[config.mk]
export PLATFORM = sky130hd
export DESIGN_NAME = c3lib_cdc_hs_tx
export DESIGN_NICKNAME = d
export VERILOG_FILES = /design/src/rtl/c3lib_cdc_pkg.sv /design/src/rtl/c3lib_sync_sr_behav.sv /design/src/rtl/c3lib_cdc_hs_tx.sv
export SDC_FILE = /design/constraint.sdc
export NUM_CORES = 1
export LEC_CHECK = 0
export BUFFER_PORTS_ARGS = -buffer_cell sky130_fd_sc_hd__buf_4
export CORE_AREA = 5 5 47 49
export CTS_CLUSTER_SIZE = 12
export DETAILED_ROUTE_END_ITERATION = 12
export DIE_AREA = 0 0 52 54
export GPL_TIMING_DRIVEN = 1
export SYNTH_ARGS = -nofsm -noshare
export SYNTH_HDL_FRONTEND = slang
export SYNTH_HIERARCHICAL = 1
export SYNTH_SLANG_ARGS = --single-unit
[constraint.sdc]
create_clock -name clk -period 1.45 [get_ports clk]
set_clock_uncertainty 0.2 [all_clocks]
set_input_delay 0.29 -clock clk [delete_from_list [all_inputs] [get_ports clk]]
set_output_delay 0.29 -clock clk [all_outputs]
set_load 0.05 [all_outputs]
[src/rtl/c3lib_cdc_pkg.sv]
// Shared types and helpers for the c3lib clock-domain-crossing handshake blocks.
package c3lib_cdc_pkg;

    typedef enum logic {
        HS_IDLE     = 1'b0,
        HS_WAIT_ACK = 1'b1
    } hs_tx_state_e;

    localparam int SYNC_STAGES_MAX = 4;

    // A disabled timeout (0) still needs a 1-bit counter so the ports stay legal.
    function automatic int tmo_cnt_w(input int t);
        return (t > 0) ? $clog2(t + 1) : 1;
    endfunction

endpackage

[src/rtl/c3lib_sync_sr_behav.sv]
// Single-bit synchronizer chain with synchronous active-high reset.
module c3lib_sync_sr_behav
    import c3lib_cdc_pkg::*;
#(
    parameter int   SYNC_STAGES = 2,
    parameter logic RESET_VAL   = 1'b0
) (
    input  logic clk,
    input  logic rst,
    input  logic d,
    output logic q
);

    // Out-of-range depths are clamped to the supported 2..SYNC_STAGES_MAX window.
    localparam int STAGES = (SYNC_STAGES > SYNC_STAGES_MAX) ? SYNC_STAGES_MAX :
                            (SYNC_STAGES < 2) ? 2 : SYNC_STAGES;

    logic [STAGES-1:0] chain;

    always_ff @(posedge clk) begin
        if (rst) chain <= {STAGES{RESET_VAL}};
        else     chain <= {chain[STAGES-2:0], d};
    end

    assign q = chain[STAGES-1];

endmodule

[src/rtl/c3lib_cdc_hs_tx.sv]
// Launch side of a toggle-handshake CDC: captures a word, flips the request
// toggle and waits for the synchronized ack toggle to match it.
module c3lib_cdc_hs_tx
    import c3lib_cdc_pkg::*;
#(
    parameter int WIDTH       = 8,
    parameter int SYNC_STAGES = 2,
    parameter int TIMEOUT_CYC = 0
) (
    input  logic             clk,
    input  logic             rst,
    input  logic             src_valid,
    input  logic [WIDTH-1:0] src_data,
    output logic             src_ready,
    output logic [WIDTH-1:0] tx_data,
    output logic             tx_req_tgl,
    input  logic             ack_tgl_async,
    output logic             busy,
    output logic             done,
    output logic             err_timeout,
    input  logic             err_clr
);

    localparam int CW = tmo_cnt_w(TIMEOUT_CYC);
    localparam logic [CW-1:0] TMO_MAX = CW'(TIMEOUT_CYC);
    // Flag is raised on the edge where the counter reaches TIMEOUT_CYC.
    localparam logic [CW-1:0] TMO_SET = (TIMEOUT_CYC > 0) ? CW'(TIMEOUT_CYC - 1) : '0;

    hs_tx_state_e  state;
    logic          ack_sync;
    logic [CW-1:0] cnt;
    logic          tmo_hit;

    c3lib_sync_sr_behav #(
        .SYNC_STAGES (SYNC_STAGES),
        .RESET_VAL   (1'b0)
    ) u_ack_sync (
        .clk (clk),
        .rst (rst),
        .d   (ack_tgl_async),
        .q   (ack_sync)
    );

    assign src_ready = (state == HS_IDLE) & ~rst;
    assign busy      = (state == HS_WAIT_ACK);
    assign tmo_hit   = (TIMEOUT_CYC > 0) && busy && (cnt >= TMO_SET);

    always_ff @(posedge clk) begin
        if (rst) begin
            state      <= HS_IDLE;
            tx_data    <= '0;
            tx_req_tgl <= 1'b0;
            done       <= 1'b0;
            cnt        <= '0;
        end else begin
            done <= 1'b0;
            case (state)
                HS_IDLE: begin
                    if (src_valid && src_ready) begin
                        tx_data    <= src_data;
                        tx_req_tgl <= ~tx_req_tgl;
                        cnt        <= '0;
                        state      <= HS_WAIT_ACK;
                    end
                end
                HS_WAIT_ACK: begin
                    if (cnt != TMO_MAX) cnt <= cnt + 1'b1;
                    // A late ack still completes the transfer even after a timeout.
                    if (ack_sync == tx_req_tgl) begin
                        state <= HS_IDLE;
                        done  <= 1'b1;
                    end
                end
                default: state <= HS_IDLE;
            endcase
        end
    end

    // Set beats clear when both happen in the same cycle.
    always_ff @(posedge clk) begin
        if (rst)          err_timeout <= 1'b0;
        else if (tmo_hit) err_timeout <= 1'b1;
        else if (err_clr) err_timeout <= 1'b0;
    end

endmodule

==> flow_summary.yaml <==
setup_path:
  crit_start: "busy"
  path_class: "flop to output port"
  r2r-start: "busy"
  worstPathMaxFanout: 6
  end_kind: "output port"
  cp_data_required_time_ns: 0.96
  cp-start-kind: "flop"
  worst_ep_arrival_time_ns: 0.90
power:
  leakagePower_nw: 0.318
  p_switching_mw: 0.270
  share_comb_of_total_power_pct: 26.1
  seq_power_share_pct: 47.3
  power.density_nw_per_um2: 1150
  internal-power_mw: 0.566
  pwr-share-clk_pct: 26.6
  power_mw: 0.836
  switching_share_pct: 32.3
  ir_drop_uv: 580
floorplanning:
  coreArea_um2: 1820
  die_area_um2: 2810
  start_util_pct: 26.9
  ioPinCount: 26
  die_w_um: 52
  die-height_um: 54
  rows: 16
route:
  drt-total-wl_um: 1050
  drt-initial-drc-count: 0
  drc: 0
  vias_per_cell: 3.86
  firstDrtPassIters: 1
  vias: 409
  routedWlPerCell_um: 9.94
  detail-route-antenna-nets: 0
clock_tree:
  clockBufferDepth: 2
  cts_max_level: 1
  cts.sinks: 13
  postCtsSetupBuffers: 0
  path_clk_slew_ns: 0.07
  clock_latency_ns: 0.26
  clockRootBuffer: "clkbuf_4"
  cts_buffers: 3
  cts_tree: "yes"
placed_design:
  place_area_um2: 699
  place_hpwl_um: 806
  place_congestion: 0.616
  port_buffers: 23
  dp_cells: 102
  pre_cts_slack_ns: 0.167
yosys:
  avgSynthCellArea_um2: 9.25
  synth_seq_cells: 13
  yosys_warnings: 6
  synth-seq-area-share_pct: 53.1
  syn-cell-area_um2: 490
  synth.distinct_cells: 14
  syn_nets: 66
  syn_inst: 53
job:
  drv_cap: 0
global_route:
  grt_pass1_wl_um: 1680
  antenna_found_initial: 0
  overflow: 0
  met2_usage_pct: 13.0
  busiest_layer: "met2"
  grt_pass1_vias: 404
  met3_usage_pct: 2.22
  use_met1_pct: 9.82
  grt_max_degree: 14
  track_usage_pct: 8.21
timing:
  fin_crit_sh_pct: 96.1
  tns_ns: 0
  maxSlewViolCount: 0
  period_needed_ns: 1.39
  fmaxAchievable_mhz: 718
  rsz0062_at_grt: "no"
  finalHoldViolCount: 0
  setup_viol: 0
  setup_ws_ns: 0.0569
finish:
  area_growth_syn_to_layout_pct: 48.2
  final_cells: 106
  drive_gt1_share_pct: 50.6
  num-fill-cells: 194
  antenna_cells: 0
  final_cell_area_um2: 727
  nets: 93
run_status:
  outcome: "completed"
min_path:
  min_path_type: "input port to flop"
  hold_path_startpoint: "ack_tgl_async"
## sequential cells by signal, summed over array words and instances, names as in the netlist
register and cells:
busy 1, done 1, tx_data 8, tx_req_tgl 1
u_ack_sync/chain 2
## power groups by stage
| stage | logic, mW | registers, mW | clock network, mW |
|---|---|---|---|
| 2_1_floorplan | 0.0779 | 0.474 | 0 |
| 5_1_grt | 0.232 | 0.398 | 0.240 |
| 6_report | 0.218 | 0.395 | 0.223 |
| 3_3_place_gp | 0.218 | 0.404 | 0 |
| 4_1_cts | 0.220 | 0.395 | 0.231 |
| 3_5_place_dp | 0.220 | 0.403 | 0 |
## per-stage QoR
stage	hold slack, ns	util, %
2_1_floorplan	0.152	-
6_report	0.0391	39.9
3_5_place_dp	0.229	38.4
3_3_place_gp	0.218	38.4
4_1_cts	0.0323	39.8
5_1_grt	0.0676	39.9
## per-layer routing
layer	wire [µm]	vias to the layer above
li1	-	216
met2	503	14
met1	463	177
met4	9	0
met5	0	-
met3	78	2
## timing repair
action / CTS / global route
setup endpoints to repair: 0 / 2
hold endpoints to repair: 0 / 0
hold buffers: 0 / 0
gates resized for setup: 0 / 1
## synthesized netlist by cell type
cell | number | area share, %
conb_1 | 1 | 0.76
nor2b_1 | 3 | 3.8
nand2_1 | 16 | 12
xnor2_1 | 1 | 1.8
buf_4 | 3 | 4.6
nor2_1 | 2 | 1.5
dfxtp_1 | 13 | 53
xor2_1 | 1 | 1.8
a21oi_2 | 8 | 14
nor2_2 | 1 | 1.3
nor3b_1 | 1 | 1.5
a21oi_1 | 1 | 1.0
buf_2 | 1 | 1.0
nand2b_1 | 1 | 1.3
## critical path: stages, from the launching register on
cell and delay [ns]:
dfxtp_2 0.35, nor2_4 0.09, buf_4 0.19
## layout make-up
class / count / area (µm²) / area share, %
flip-flops and latches: 13 / 262 / 36.0
multi-input cells: 36 / 210 / 28.9
repair buffers: 26 / 195 / 26.9
well taps: 27 / 33.8 / 4.65
clock buffers: 4 / 26.3 / 3.61
## worst paths after layout
check,end,slack (ns),depth (start not counted)
worst min-delay path,u_ack_sync/chain[0],0.04,2
worst min register to register,u_ack_sync/chain[1],0.24,1
worst max register to register,tx_data[4],0.21,3
worst max-delay path,src_ready,0.06,2
## layout by cell type, fill, tap and decap left out
master / instances
nor2_1: 1
nor2_2: 1
xor2_1: 1
nor3b_1: 1
nand2_1: 16
dfxtp_1: 12
a21oi_1: 1
nor2_4: 1
clkbuf_1: 1
xnor2_1: 1
nor2b_1: 3
buf_4: 26
conb_1: 1
a21oi_2: 8
clkbuf_4: 3
nand2b_1: 1
dfxtp_2: 1
## cell families (layout without fill, tap and decap cells)
kind of cell              count (synthesis)  count (layout)  share of synthesized area, %
xor gates and xnor gates                  2               2                          3.57
AOI/OAI and AO/OA                         9               9                          15.3
buffers and inverters                     4              30                          5.61
DFF                                      13              13                          53.1
and+or+nand+nor                          24              24                          21.7
other                                     1               1                         0.765
(Power assumes the default switching activity.)
